`config.mk`:
```
export PLATFORM = sky130hd
export DESIGN_NAME = bitslice_ctrl_flat
export DESIGN_NICKNAME = d
export VERILOG_FILES = /design/src/rtl/bitslice_ctrl_if.sv /design/src/rtl/bitslice_ctrl.sv /design/src/flat_wrapper.sv
export SDC_FILE = /design/constraint.sdc
export NUM_CORES = 1
export LEC_CHECK = 0
export BUFFER_PORTS_ARGS = -buffer_cell sky130_fd_sc_hd__buf_2
export CAP_MARGIN = 20
export CORE_ASPECT_RATIO = 1.75
export CORE_MARGIN = 2
export CORE_UTILIZATION = 41
export DETAILED_ROUTE_END_ITERATION = 10
export PLACE_DENSITY = 0.8
export SYNTH_ARGS = -nofsm -noshare
export SYNTH_HDL_FRONTEND = slang
export SYNTH_SLANG_ARGS = --single-unit
```
`constraint.sdc`:
```
create_clock -name clk -period 3.97 [get_ports clk]
set_input_delay 1.191 -clock clk [delete_from_list [all_inputs] [get_ports clk]]
set_output_delay 1.191 -clock clk [all_outputs]
set_load 0.01 [all_outputs]
```
`src/rtl/bitslice_ctrl_if.sv`:
```
// Memory handshake port between the bit-slice controller (master) and memory (slave).
// mem_req stays high until mem_resp; mem_resp may rise in the same cycle as mem_req, and mem_rdata is valid only while mem_resp=1.
interface bitslice_ctrl_if;
  logic        mem_req;
  logic        mem_we;
  logic [3:0]  mem_wmask;
  logic        mem_resp;
  logic [31:0] mem_rdata;

  modport master (output mem_req, mem_we, mem_wmask, input mem_resp, mem_rdata);
  modport slave  (input mem_req, mem_we, mem_wmask, output mem_resp, mem_rdata);
endinterface

```
`src/rtl/bitslice_ctrl.sv`:
```
// Multicycle RV32I control FSM for the 32-slice bit-sliced datapath.
// Fetches into an internal IR, decodes it and drives all per-slice controls from state and IR.
module bitslice_ctrl #(
  parameter logic [31:0] RESET_PC = 32'h0000_0000
) (
  input  logic                   clk,
  input  logic                   rst,
  bitslice_ctrl_if.master        mem,
  input  logic [1:0]             alu_addr_lo,
  input  logic                   cmp_out,
  output logic                   addr_sel,
  output logic [31:0]            rs1_sel,
  output logic [31:0]            rs2_sel,
  output logic [31:0]            rd_sel,
  output logic                   alu_mux_1_sel,
  output logic                   alu_mux_2_sel,
  output logic                   alu_inv_rs2,
  output logic                   alu_cin,
  output logic [1:0]             alu_op,
  output logic                   shift_dir,
  output logic                   shift_arith,
  output logic                   cmp_mux_sel,
  output logic                   cmp_unsigned,
  output logic                   pc_mux_sel,
  output logic                   pc_en,
  output logic [2:0]             mem_mux_sel,
  output logic [2:0]             rd_mux_sel,
  output logic                   lb,
  output logic                   lh,
  output logic                   lw,
  output logic                   lbu,
  output logic                   lhu,
  output logic [31:0]            imm,
  output logic                   trap,
  output logic [31:0]            pc_rst_vec,
  output logic [2:0]             state_dbg
);
  localparam logic [2:0] FETCH  = 3'd0;
  localparam logic [2:0] DECODE = 3'd1;
  localparam logic [2:0] EXEC   = 3'd2;
  localparam logic [2:0] MEM    = 3'd3;
  localparam logic [2:0] WB     = 3'd4;
  localparam logic [2:0] TRAP   = 3'd5;

  localparam logic [6:0] OPC_LUI    = 7'b0110111;
  localparam logic [6:0] OPC_AUIPC  = 7'b0010111;
  localparam logic [6:0] OPC_JAL    = 7'b1101111;
  localparam logic [6:0] OPC_JALR   = 7'b1100111;
  localparam logic [6:0] OPC_BRANCH = 7'b1100011;
  localparam logic [6:0] OPC_LOAD   = 7'b0000011;
  localparam logic [6:0] OPC_STORE  = 7'b0100011;
  localparam logic [6:0] OPC_OPIMM  = 7'b0010011;
  localparam logic [6:0] OPC_OP     = 7'b0110011;

  logic [2:0]  state, state_nxt;
  logic [31:0] ir;
  logic [6:0]  opcode, f7;
  logic [2:0]  f3;
  logic [4:0]  rd;

  assign opcode     = ir[6:0];
  assign f3         = ir[14:12];
  assign f7         = ir[31:25];
  assign rd         = ir[11:7];
  assign pc_rst_vec = RESET_PC;
  assign state_dbg  = state;

  logic is_load, is_store, is_branch, is_jump;
  assign is_load   = (opcode == OPC_LOAD);
  assign is_store  = (opcode == OPC_STORE);
  assign is_branch = (opcode == OPC_BRANCH);
  assign is_jump   = (opcode == OPC_JAL) || (opcode == OPC_JALR);

  logic        legal, d_writes, d_mux1, d_mux2, d_inv, d_sdir, d_sarith, d_cmp_imm, d_cmp_uns;
  logic [1:0]  d_op;
  logic [2:0]  d_rd_mux;
  logic [31:0] imm_dec;
  logic [3:0]  wmask_dec;

  always_comb begin
    legal = 1'b0; d_writes = 1'b0; d_mux1 = 1'b0; d_mux2 = 1'b0; d_inv = 1'b0;
    d_sdir = 1'b0; d_sarith = 1'b0; d_cmp_imm = 1'b0; d_cmp_uns = 1'b0;
    d_op = 2'b00; d_rd_mux = 3'd0;
    case (opcode)
      OPC_LUI:    begin legal = 1'b1; d_writes = 1'b1; d_rd_mux = 3'd5; end
      OPC_AUIPC:  begin legal = 1'b1; d_writes = 1'b1; d_mux1 = 1'b1; d_mux2 = 1'b1; end
      OPC_JAL:    begin legal = 1'b1; d_writes = 1'b1; d_mux1 = 1'b1; d_mux2 = 1'b1; d_rd_mux = 3'd4; end
      OPC_JALR:   begin legal = (f3 == 3'b000); d_writes = 1'b1; d_mux2 = 1'b1; d_rd_mux = 3'd4; end
      // The ALU forms the branch target; the taken test comes from the separate compare chain.
      OPC_BRANCH: begin legal = (f3 != 3'b010) && (f3 != 3'b011); d_mux1 = 1'b1; d_mux2 = 1'b1; d_cmp_uns = f3[1]; end
      OPC_LOAD:   begin legal = (f3 != 3'b011) && (f3 < 3'b110); d_writes = 1'b1; d_mux2 = 1'b1; d_rd_mux = 3'd3; end
      OPC_STORE:  begin legal = (f3 < 3'b011); d_mux2 = 1'b1; end
      OPC_OPIMM, OPC_OP: begin
        d_writes  = 1'b1;
        d_mux2    = (opcode == OPC_OPIMM);
        d_cmp_imm = (opcode == OPC_OPIMM);
        if (opcode == OPC_OPIMM)
          legal = (f3 == 3'b001) ? (f7 == 7'h00) :
                  (f3 == 3'b101) ? (f7 == 7'h00 || f7 == 7'h20) : 1'b1;
        else
          legal = (f7 == 7'h00) || (f7 == 7'h20 && (f3 == 3'b000 || f3 == 3'b101));
        case (f3)
          3'b000: d_inv = (opcode == OPC_OP) && f7[5];
          3'b001: d_rd_mux = 3'd1;
          3'b010: begin d_rd_mux = 3'd2; d_inv = 1'b1; end
          3'b011: begin d_rd_mux = 3'd2; d_inv = 1'b1; d_cmp_uns = 1'b1; end
          3'b100: d_op = 2'b01;
          3'b101: begin d_rd_mux = 3'd1; d_sdir = 1'b1; d_sarith = f7[5]; end
          3'b110: d_op = 2'b10;
          default: d_op = 2'b11;
        endcase
      end
      default: legal = 1'b0;
    endcase
  end

  always_comb begin
    case (opcode)
      OPC_STORE:            imm_dec = {{20{ir[31]}}, ir[31:25], ir[11:7]};
      OPC_BRANCH:           imm_dec = {{19{ir[31]}}, ir[31], ir[7], ir[30:25], ir[11:8], 1'b0};
      OPC_LUI, OPC_AUIPC:   imm_dec = {ir[31:12], 12'b0};
      OPC_JAL:              imm_dec = {{11{ir[31]}}, ir[31], ir[19:12], ir[20], ir[30:21], 1'b0};
      default:              imm_dec = {{20{ir[31]}}, ir[31:20]};
    endcase
    case (f3[1:0])
      2'b00:   wmask_dec = 4'b0001 << alu_addr_lo;
      2'b01:   wmask_dec = 4'b0011 << {alu_addr_lo[1], 1'b0};
      default: wmask_dec = 4'hF;
    endcase
  end

  always_comb begin
    state_nxt = state;
    case (state)
      FETCH:   if (mem.mem_resp) state_nxt = DECODE;
      DECODE:  state_nxt = legal ? EXEC : TRAP;
      EXEC:    state_nxt = (is_load || is_store) ? MEM : WB;
      MEM:     if (mem.mem_resp) state_nxt = WB;
      WB:      state_nxt = FETCH;
      TRAP:    state_nxt = TRAP;
      default: state_nxt = FETCH;
    endcase
  end

  always_ff @(posedge clk) begin
    if (rst) begin
      state <= FETCH;
      ir    <= 32'h0000_0013;
    end else begin
      state <= state_nxt;
      if (state == FETCH && mem.mem_resp) ir <= mem.mem_rdata;
    end
  end

  always_comb begin
    mem.mem_req = 1'b0; mem.mem_we = 1'b0; mem.mem_wmask = 4'h0;
    addr_sel = 1'b0; rs1_sel = 32'h0; rs2_sel = 32'h0; rd_sel = 32'h0; imm = 32'h0;
    alu_mux_1_sel = 1'b0; alu_mux_2_sel = 1'b0; alu_inv_rs2 = 1'b0; alu_cin = 1'b0; alu_op = 2'b00;
    shift_dir = 1'b0; shift_arith = 1'b0; cmp_mux_sel = 1'b0; cmp_unsigned = 1'b0;
    pc_mux_sel = 1'b0; pc_en = 1'b0; mem_mux_sel = 3'd0; rd_mux_sel = 3'd0;
    lb = 1'b0; lh = 1'b0; lw = 1'b0; lbu = 1'b0; lhu = 1'b0; trap = 1'b0;
    // The reset cycle only loads the reset PC into the slices.
    if (rst) pc_en = 1'b1;
    else begin
      if (state inside {DECODE, EXEC, MEM, WB}) begin
        rs1_sel = 32'd1 << ir[19:15];
        rs2_sel = 32'd1 << ir[24:20];
        imm     = imm_dec;
      end
      if (state inside {EXEC, MEM, WB}) begin
        alu_mux_1_sel = d_mux1;   alu_mux_2_sel = d_mux2;
        alu_inv_rs2   = d_inv;    alu_cin       = d_inv;
        alu_op        = d_op;     shift_dir     = d_sdir;   shift_arith = d_sarith;
        cmp_mux_sel   = d_cmp_imm; cmp_unsigned = d_cmp_uns; rd_mux_sel = d_rd_mux;
        if (is_load) begin
          mem_mux_sel = f3;
          lb  = (f3 == 3'b000); lh  = (f3 == 3'b001); lw = (f3 == 3'b010);
          lbu = (f3 == 3'b100); lhu = (f3 == 3'b101);
        end
      end
      case (state)
        FETCH: mem.mem_req = 1'b1;
        MEM: begin
          mem.mem_req = 1'b1;
          addr_sel    = 1'b1;
          mem.mem_we  = is_store;
          if (is_store) mem.mem_wmask = wmask_dec;
        end
        WB: begin
          pc_en      = 1'b1;
          pc_mux_sel = is_jump || (is_branch && (cmp_out ^ f3[0]));
          if (d_writes && rd != 5'd0) rd_sel = 32'd1 << rd;
        end
        TRAP:    trap = 1'b1;
        default: ;
      endcase
    end
  end
endmodule

```
`src/flat_wrapper.sv`:
```
// flat-port wrapper written by rule: the top's interface ports become plain ports
module bitslice_ctrl_flat 
#(
  parameter logic [31:0] RESET_PC = 32'h0000_0000
)
  (clk, rst, alu_addr_lo, cmp_out, addr_sel, rs1_sel, rs2_sel, rd_sel, alu_mux_1_sel, alu_mux_2_sel, alu_inv_rs2, alu_cin, alu_op, shift_dir, shift_arith, cmp_mux_sel, cmp_unsigned, pc_mux_sel, pc_en, mem_mux_sel, rd_mux_sel, lb, lh, lw, lbu, lhu, imm, trap, pc_rst_vec, state_dbg, mem_mem_req, mem_mem_we, mem_mem_wmask, mem_mem_resp, mem_mem_rdata);
  bitslice_ctrl_if mem_i ();
  input  logic clk;
  input  logic rst;
  input  logic [1:0] alu_addr_lo;
  input  logic cmp_out;
  output logic addr_sel;
  output logic [31:0] rs1_sel;
  output logic [31:0] rs2_sel;
  output logic [31:0] rd_sel;
  output logic alu_mux_1_sel;
  output logic alu_mux_2_sel;
  output logic alu_inv_rs2;
  output logic alu_cin;
  output logic [1:0] alu_op;
  output logic shift_dir;
  output logic shift_arith;
  output logic cmp_mux_sel;
  output logic cmp_unsigned;
  output logic pc_mux_sel;
  output logic pc_en;
  output logic [2:0] mem_mux_sel;
  output logic [2:0] rd_mux_sel;
  output logic lb;
  output logic lh;
  output logic lw;
  output logic lbu;
  output logic lhu;
  output logic [31:0] imm;
  output logic trap;
  output logic [31:0] pc_rst_vec;
  output logic [2:0] state_dbg;
  output wire logic [$bits(mem_i.mem_req)-1:0] mem_mem_req;
  output wire logic [$bits(mem_i.mem_we)-1:0] mem_mem_we;
  output wire logic [$bits(mem_i.mem_wmask)-1:0] mem_mem_wmask;
  input wire logic [$bits(mem_i.mem_resp)-1:0] mem_mem_resp;
  input wire logic [$bits(mem_i.mem_rdata)-1:0] mem_mem_rdata;
  assign mem_mem_req = mem_i.mem_req;
  assign mem_mem_we = mem_i.mem_we;
  assign mem_mem_wmask = mem_i.mem_wmask;
  assign mem_i.mem_resp = mem_mem_resp;
  assign mem_i.mem_rdata = mem_mem_rdata;
  bitslice_ctrl #(.RESET_PC(RESET_PC)) u_core (.clk(clk), .rst(rst), .mem(mem_i), .alu_addr_lo(alu_addr_lo), .cmp_out(cmp_out), .addr_sel(addr_sel), .rs1_sel(rs1_sel), .rs2_sel(rs2_sel), .rd_sel(rd_sel), .alu_mux_1_sel(alu_mux_1_sel), .alu_mux_2_sel(alu_mux_2_sel), .alu_inv_rs2(alu_inv_rs2), .alu_cin(alu_cin), .alu_op(alu_op), .shift_dir(shift_dir), .shift_arith(shift_arith), .cmp_mux_sel(cmp_mux_sel), .cmp_unsigned(cmp_unsigned), .pc_mux_sel(pc_mux_sel), .pc_en(pc_en), .mem_mux_sel(mem_mux_sel), .rd_mux_sel(rd_mux_sel), .lb(lb), .lh(lh), .lw(lw), .lbu(lbu), .lhu(lhu), .imm(imm), .trap(trap), .pc_rst_vec(pc_rst_vec), .state_dbg(state_dbg));
endmodule
```
==> metrics, run 1 <==
Ys Warns=0; global route overflow=0; Crit Path Class=reg2out; # setup viols final=0; Cell Area, Synth=3314 um^2; antenna cell count=0; H-tree depth=2; register bit count reported by yosys=35; vias in the first global route=3742; IO Count=232; DRC viols=0; fraction of layout cells with a size suffix above 1=30.46%; largest net degree at the start of global routing=33; Vias/cell=5.305; row count=43; Starting Density=41.91%; crit-path leading delay family=simple AND/OR/NAND/NOR gates; first-pass GRT wire length=17.53 mm; # nets final=756; setup tns final=0 ns; RSZ-0062 raised after global routing=no; DP Cell Count=801; DRT Pass-1 Iters=5; mux contribution to synthesized area=0.3020%; FFs w/ async S/R, synth=0%; status=finished clean; grt peak-use layer=met2; post_cts resized=0; Worst Path Required=2.78 ns; Max Fclk=265.8 MHz; post-synth cell types=49; routed wire length=11.46 mm; detailed placement HPWL=8.832 mm; Max Cap Viol=0; Post-Synth Simple-Gate Area=46.43%; Period minus WS final=3.762 ns; predominant post-synthesis flop cell=dfxtp_1; CTS max path bufs=2; Peak VDD IR=219.9 uV; die area=8847 um^2; pre-CTS setup slack=0.2560 ns; hold crit path type=reg2reg; final setup margin=0.2084 ns; Hold Fails Final Rpt=0; syn avg cell area=5.961 um^2; Buf/Inv on CP=1; Slew Limit Fails=0; routability cong.=0.8624; worst-margin pin slew=0.6866 ns; Die Span Y=122.9 um; Syn Inst Count=556; Crit path arrival time=2.57 ns; endpoint type of the worst setup path=output pin; Hold-fix buffers, CTS=0; pwr/cell area=461.8 nW/um^2; met2 Usage GRT=45.89%; register area share after synthesis=21.14%; post-route ant nets=0; setup bufs post-CTS=0; Max FO, Critical Path=13; starting DRC count in detailed routing=273; port bufs=198; CP Launch Type=register; CTS buffer count=5; CTS root buffer=clkbuf_16; design area=4287 um^2; Clock Sinks=35; fin cells=809; Clock Skew=0.006867 ns; worst-path cell chain=or3b_1 > a21o_1 > nand2b_1 > or2_2 > nor3_1 > buf_2; Crit. path cell count=6; gr usage total=24.50%; relative slew slack=54.23%; Slowest-stage cell, CP=dfxtp_1; via count=4292; R2R depth=5; wire per inst=14.16 um; worst hold stages=2; initial antenna violation count=0; hold_ws=0.4877 ns; largest family of logic cells by synthesized area=simple AND/OR/NAND/NOR gates; area of the core=7909 um^2; met3 usage=3.341%; Clock Pin Slew Worst Setup and Hold Paths=0.06 ns; XOR/XNOR share of the synthesized area=0.5285%; post-route clock period utilization=94.75%; Pleak=2.194 nW; Compound-Gate Fraction of Synth Area=16.99%; filler instances=807; Layout area overhead=29.33%; crit-path max cell delay=0.58 ns; Placement Cell Area=4149 um^2; CTS tree=built; adder-cell share of the synthesized area=0%; grt met1 use=27.86%; Worst-Skew Late Latency=0.28 ns; die width=71.97 um; Post-synth EDFFs=0
## worst register-to-register path: stages, from the launching register on
cell and delay [ns]:
dfxtp_1 0.43, nand4bb_1 0.41, or3_1 0.53, o21a_1 0.23
o211ai_1 0.16, a211oi_1 0.13
## final cells by class
class | instances | area, um^2 | area share (%)
tap | 90 | 112.6 | 2.627
clock inverter | 1 | 5.005 | 0.1168
sequential | 35 | 700.7 | 16.35
timing repair buffer | 205 | 1044 | 24.34
inverter | 8 | 30.03 | 0.7005
clock buffer | 7 | 132.6 | 3.094
multi-input combinational | 463 | 2262 | 52.77
## cell families (layout without fill, tap and decap cells)
kind of cell / after synthesis / count (layout)
AOI/OAI and AO/OA: 98 / 98
xor gates and xnor gates: 2 / 2
buffers and inverters: 90 / 221
DFF: 35 / 35
muxes: 1 / 1
other: 1 / 33
and+or+nand+nor: 329 / 329
## per-stage QoR
stage | util (%) | total power, W
4_1_cts | 54.20 | 0.001983
5_1_grt | 54.20 | 0.002145
3_3_place_gp | 52.46 | 0.001574
2_1_floorplan | - | 0.001345
6_report | 54.20 | 0.001980
3_5_place_dp | 52.46 | 0.001601
## cells in the mapped netlist, types with 2 or more instances
library cell    n  area share [%]
nor2_1        123              14
nand2_1        93              11
a21oi_1        64             9.7
clkbuf_1       35             4.0
dfxtp_1        35              21
buf_4          34             7.7
nor3_1         23             3.5
nand2b_1       19             3.6
and3_1         10             1.9
inv_1           8            0.91
nand3_1         8             1.2
o21ai_0         8             1.2
nand3b_1        7             1.6
nor2b_1         7             1.3
buf_1           6            0.68
buf_2           6            0.91
nor4_1          6             1.1
a22oi_1         5             1.1
and2_1          5            0.94
or3_1           5            0.94
a21o_1          4            0.91
nand4b_1        4             1.1
or2_2           4            0.75
a31oi_1         3            0.57
nor3b_1         3            0.68
a211oi_1        2            0.45
nand4_1         2            0.38
o21a_1          2            0.45
o311a_1         2            0.60
o31ai_1         2            0.45
or4_1           2            0.45
xor2_1          2            0.53
## layout by cell type, fill, tap and decap left out, types with 3 or more instances in the layout
cell / Yosys / layout
clkbuf_16: 0 / 5
o21ai_0: 8 / 8
a22oi_1: 5 / 5
nand2b_1: 19 / 19
buf_4: 34 / 7
and2_1: 5 / 5
nor3b_1: 3 / 3
inv_1: 8 / 8
buf_2: 6 / 198
nand3b_1: 7 / 7
nor4_1: 6 / 6
a31oi_1: 3 / 3
dfxtp_1: 35 / 35
a21oi_1: 64 / 64
or3_1: 5 / 5
nand3_1: 8 / 8
nor2b_1: 7 / 7
and3_1: 10 / 10
conb_1: 1 / 33
nand2_1: 93 / 93
or2_2: 4 / 4
nor2_1: 123 / 123
nor3_1: 23 / 23
a21o_1: 4 / 4
nand4b_1: 4 / 4
## power breakdown
group          total, W  internal (W)  leakage (nW)  switching, W
Combinational  0.000950      0.000335          1.84      0.000615
Sequential     0.000656      0.000442         0.287      0.000214
Clock          0.000374      0.000232        0.0679      0.000142
Total           0.00198       0.00101          2.19      0.000971
## flip-flops by register name, indices dropped and copies added, names as in the netlist
| register | flops |
|---|---|
| u_core.state_dbg | 3 |
| u_core.ir | 32 |
## worst paths after layout
path / from / end / slack [ns]
worst max-delay path: u_core.state_dbg[2] / shift_arith / 0.21
worst min-delay path: u_core.ir[28] / u_core.ir[28] / 0.49
worst max register to register: u_core.ir[3] / u_core.state_dbg[2] / 1.94
worst min register to register: u_core.ir[28] / u_core.ir[28] / 0.49
## layer usage
layer / share of wire, % / vias to the layer above
li1: - / 2105
met5: 0 / -
met2: 53 / 203
met3: 6.7 / 16
met1: 38 / 1968
met4: 1.9 / 0
No activity file was read; power rests on OpenSTA's default activity.
==> run 2: changes to the inputs <==
CORE_AREA = 2 2 91 93   (was not set)
CORE_ASPECT_RATIO = not set   (was 1.75)
CORE_MARGIN = not set   (was 2)
CORE_UTILIZATION = not set   (was 41)
DIE_AREA = 0 0 93 95   (was not set)
PLACE_DENSITY = 0.82   (was 0.8)
==> metrics, run 2 (synthesized netlist as in run 1, its figures left out) <==
worst-margin pin slew=0.7067 ns; area of the core=7928 um^2; Placement Cell Area=4175 um^2; # nets final=757; Crit path arrival time=2.55 ns; Layout area overhead=28.61%; fraction of layout cells with a size suffix above 1=30.74%; CTS tree=built; row count=33; filler instances=836; design area=4263 um^2; antenna cell count=0; r2r startpoint=u_core.ir[3]; first-pass GRT wire length=17.93 mm; post-route ant nets=0; crit-path max cell delay=0.56 ns; pre-CTS setup slack=0.2425 ns; crit-path leading delay family=simple AND/OR/NAND/NOR gates; setup bufs post-CTS=0; Peak VDD IR=215.2 uV; initial antenna violation count=0; largest net degree at the start of global routing=33; Clock Sinks=35; Clock Pin Slew Worst Setup and Hold Paths=0.07 ns; Hold Fails Final Rpt=0; worst hold stages=2; post-route clock period utilization=94.29%; commonest non-fill, non-tap cells in the layout=buf_2 (198), nor2_1 (123), nand2_1 (93), a21oi_1 (64), dfxtp_1 (35); port bufs=198; Worst-Skew Late Latency=0.29 ns; total power=0.001880 W; post_cts resized=0; CP Launch Type=register; r2r endpoint=u_core.state_dbg[2]; most frequent CP cell=nor2_1; DRT Pass-1 Iters=5; RSZ-0062 raised after global routing=no; Crit. path cell count=6; Hold-fix buffers, CTS=0; worst-path cell chain=or3b_1 > a21o_1 > nor2_1 > nand3_1 > nor2_1 > buf_2; final setup margin=0.2267 ns; Worst Setup EP=rs2_sel[26]; Max FO, Critical Path=19; commonest non-fill, non-tap cell in the layout=buf_2; endpoint type of the worst setup path=output pin; max reg flops=32; CTS root buffer=clkbuf_8; Period minus WS final=3.743 ns; Buf/Inv on CP=1; DRC viols=0; Worst R2R Setup Slack=1.97 ns; fin cells=824; routed wire length=11.73 mm; pwr/cell area=440.9 nW/um^2; Worst Path Required=2.78 ns; Top reg by flops=u_core.ir; global route overflow=0; Starting Density=41.81%; die width=93 um; status=finished clean; Max Fclk=267.1 MHz; Slowest-stage cell, CP=or3b_1; relative slew slack=52.88%; Slew Limit Fails=0; IO Count=232; Die Span Y=95 um; Max Cap Viol=0; # setup viols final=0; vias in the first global route=3778; Pleak=2.180 nW; CTS max path bufs=2; detailed placement HPWL=8.939 mm; gr usage total=25.03%; hold crit path type=reg2reg; Vias/cell=5.235; crit path launch=u_core.state_dbg[0]; Clock Skew=0.003899 ns; routability cong.=0.8803; wire per inst=14.24 um; R2R depth=5; Crit Path Class=reg2out; via count=4314; H-tree depth=2; starting DRC count in detailed routing=170; CTS buffer count=5; die area=8835 um^2; setup tns final=0 ns; DP Cell Count=817
run 2: changes by cell type in the layout (fill, tap and decap cells not counted):
cell       delta
clkbuf_1      -2
clkbuf_8      +6
buf_4         +1
clkbuf_16     -5
run 2: metrics by stage:
step / hold WS, ns / util [%]
detailed placement: 0.4846 / 52.67
finish: 0.4946 / 53.77
CTS: 0.4948 / 53.77
global placement: 0.4695 / 52.67
floorplan: 0.4527 / -
global route: 0.5184 / 53.77
run 2: layer usage:
metal  up-vias  wire [um]  track usage, %
li1       2098          -               -
met1      1979       4817           31.67
met2       216       5662           42.33
met3        21        998           4.948
met4         0        255           9.191
met5         -          0               0
run 2: cell type report:
cell class	instances	area [um^2]	share of cell area [%]
Clock inverter	1	5.005	0.1174
Inverter	8	30.03	0.7044
Clock buffer	6	82.58	1.937
Multi-Input combinational cell	463	2262	53.07
Sequential cell	35	700.7	16.44
Tap cell	105	131.4	3.082
Timing Repair Buffer	206	1051	24.66
run 2: where the power goes:
part	switching, W	internal, W	leakage (nW)
sequential	0.000193	0.000441	0.287
combinational	0.000645	0.000338	1.85
clock	0.000127	0.000136	0.0470
run 2: worst register-to-register path, delay by kind of cell, from the launching register on:
family | cells | cell delay (ns)
DFF | 1 | 0.43
and+or+nand+nor | 2 | 0.95
AOI/OAI and AO/OA | 3 | 0.50
run 2: worst min path at each step:
stage	startpoint	to
4_1_cts	u_core.ir[26]	u_core.ir[26]
6_report	u_core.ir[26]	u_core.ir[26]
5_1_grt	u_core.ir[26]	u_core.ir[26]
3_3_place_gp	u_core.ir[26]	u_core.ir[26]
3_5_place_dp	u_core.ir[26]	u_core.ir[26]
2_1_floorplan	u_core.ir[29]	u_core.ir[29]
==> run 3: changes to the inputs <==
ABC_AREA = 1   (was not set)
CORE_AREA = not set   (was 2 2 91 93)
CORE_MARGIN = 2   (was not set)
CORE_UTILIZATION = 46   (was not set)
DIE_AREA = not set   (was 0 0 93 95)
PLACE_DENSITY = 0.87   (was 0.82)
==> metrics, run 3 <==
first-pass GRT wire length=19.02 mm; Period minus WS final=3.554 ns; R2R depth=7; Pleak=2.387 nW; post-route ant nets=0; fraction of layout cells with a size suffix above 1=32.44%; worst-path cell chain=inv_2 > nand2_1 > inv_2 > nand2_2 > inv_2 > a21oi_1 > a21oi_1 > nor2_1 > buf_2; predominant post-synthesis flop cell=dfxtp_1; register area share after synthesis=20.51%; Crit path arrival time=2.36 ns; design area=4330 um^2; vias in the first global route=3950; endpoint type of the worst setup path=output pin; port bufs=198; CTS max path bufs=2; Worst-Skew Late Latency=0.29 ns; relative slew slack=42.74%; crit-path max cell delay=0.70 ns; r2r endpoint=u_core.ir[22]; Slew Limit Fails=0; pwr/cell area=468.1 nW/um^2; Comb power frac=54.2%; commonest non-fill, non-tap cell in the layout=buf_2; Ys Warns=0; antenna cell count=0; Clock power frac=14.3%; crit path launch=u_core.ir[6]; DP Cell Count=837; Synth area leaders=dfxtp_1 (21%), nor2_1 (17%), a21oi_1 (8.5%), buf_4 (7.9%), nand4_1 (7.0%); largest net degree at the start of global routing=39; Worst R2R Setup Slack=1.83 ns; H-tree depth=2; Die Span Y=90.17 um; FFs w/ async S/R, synth=0%; max reg flops=32; post-route clock period utilization=89.52%; RSZ-0062 raised after global routing=no; Placement Cell Area=4230 um^2; Max Fclk=281.4 MHz; setup bufs post-CTS=0; global route overflow=0; # setup viols final=0; Post-synth EDFFs=0; register bit count reported by yosys=35; post_cts resized=0; Crit Path Class=reg2out; wire per inst=14.00 um; r2r startpoint=u_core.state_dbg[2]; Max Cap Viol=0; Worst Hold Endpoint=u_core.ir[1]; top cells by count, synth=nor2_1 (152), a21oi_1 (58), nand2_1 (51), inv_1 (39), nand4_1 (38); die area=8131 um^2; Syn Inst Count=572; Top reg by flops=u_core.ir; Layout area overhead=26.78%; row count=31; leading area contributor after synthesis=dfxtp_1; Flop pwr share=31.5%; status=finished clean; DRT Pass-1 Iters=5; Max FO, Critical Path=18; area of the core=7214 um^2; CTS tree=built; DRC viols=0; net switching power=0.001098 W; switching share of power=54.15%; routed wire length=11.83 mm; hold crit path type=reg2reg; Clock Skew=0.007678 ns; Cell Area, Synth=3416 um^2; # nets final=783; IO Count=232; setup tns final=0 ns; Starting Density=47.35%; Worst Path Required=2.78 ns; routability cong.=0.9588; initial antenna violation count=0; CTS root buffer=clkbuf_8; starting DRC count in detailed routing=447; most frequent CP cell=inv_2; CP Launch Type=register; post-synth cell types=42; syn avg cell area=5.972 um^2; Peak VDD IR=232.3 uV; worst-margin pin slew=0.8589 ns; fin cells=845; Vias/cell=5.310; Hold Fails Final Rpt=0; detailed placement HPWL=9.403 mm; gr usage total=27.86%; Clock Sinks=35; worst hold stages=2; Slowest-stage cell, CP=a21oi_1; die width=90.17 um; Hold-fix buffers, CTS=0; Buf/Inv on CP=4; via count=4487; crit-path leading delay family=compound AO/OA/AOI/OAI gates; commonest non-fill, non-tap cells in the layout=buf_2 (198), nor2_1 (152), a21oi_1 (58), nand2_1 (51), inv_1 (39); count leader, synth=nor2_1; P_int=0.0009295 W; post-synth top area share=20.51%; Clock Pin Slew Worst Setup and Hold Paths=0.08 ns; worst min-delay path startpoint=u_core.ir[1]; CTS buffer count=5
==> run 3: cell types whose count changed in the layout (fill, tap and decap cells not counted), sizes merged, moves of 19 or more <==
cell / change
inv: +38
nor2: +36
nand2b: -19
nand4: +37
o21ai: +27
nand2: -34
nand3: +25
==> run 3: cells by family after synthesis <==
logic type,count (synthesis),share of synthesized area [%]
compound gates,108,17.51
flops,35,20.51
other cells,1,0.1098
xor+xnor,1,0.2565
simple gates,306,42.38
buf+inv,121,19.23
==> run 3: power by group through the flow <==
stage	logic (W)	registers, W	clock network [W]
after CTS	0.00109	0.000631	0.000297
after global routing	0.00122	0.000662	0.000310
final	0.00110	0.000638	0.000291
after global placement	0.00106	0.000631	0
after detailed placement	0.00108	0.000639	0
after floorplan	0.000943	0.000532	0
==> run 3: final cells by class <==
cell class | count | area (um^2)
fill | 719 | 2884
multi-input combinational | 448 | 2178
timing repair buffer | 202 | 1021
sequential | 35 | 700.7
inverter | 53 | 206.4
tap | 99 | 123.9
clock buffer | 8 | 100.1
==> run 3: worst min-delay path, cell delays in order, from the launching register on <==
cell and delay, ns:
dfxtp_1 0.33, nand2_1 0.05, nand3_1 0.05
==> run 3: how the worst max path moves through the flow <==
stage	to	slack [ns]	cells after the start
after global placement	rd_sel[28]	0.55	5
after global routing	imm[30]	0.20	10
after floorplan	alu_op[0]	0.73	3
final	imm[30]	0.42	9
after CTS	imm[30]	0.39	10
after detailed placement	rd_sel[31]	0.43	5
==> run 3: per-layer routing <==
metal	share of wire (%)	wire, um	GRT usage (%)	vias up
met1	41	4835	34.26	2028
li1	-	-	-	2176
met3	7.4	874	4.275	35
met2	49	5739	48.93	248
met4	3.2	384	10.51	0
met5	0	0	0	-
==> run 3: metrics by stage <==
stage               utilization, %  setup WS (ns)  hold slack, ns  power, W
floorplan                        -         0.7259          0.4287  0.001475
global placement             58.64         0.5484          0.4386  0.001693
detailed placement           58.64         0.4314          0.4446  0.001719
CTS                          60.02         0.3931          0.4630  0.002014
global route                 60.02         0.1957          0.4873  0.002188
finish                       60.02         0.4160          0.4648  0.002027
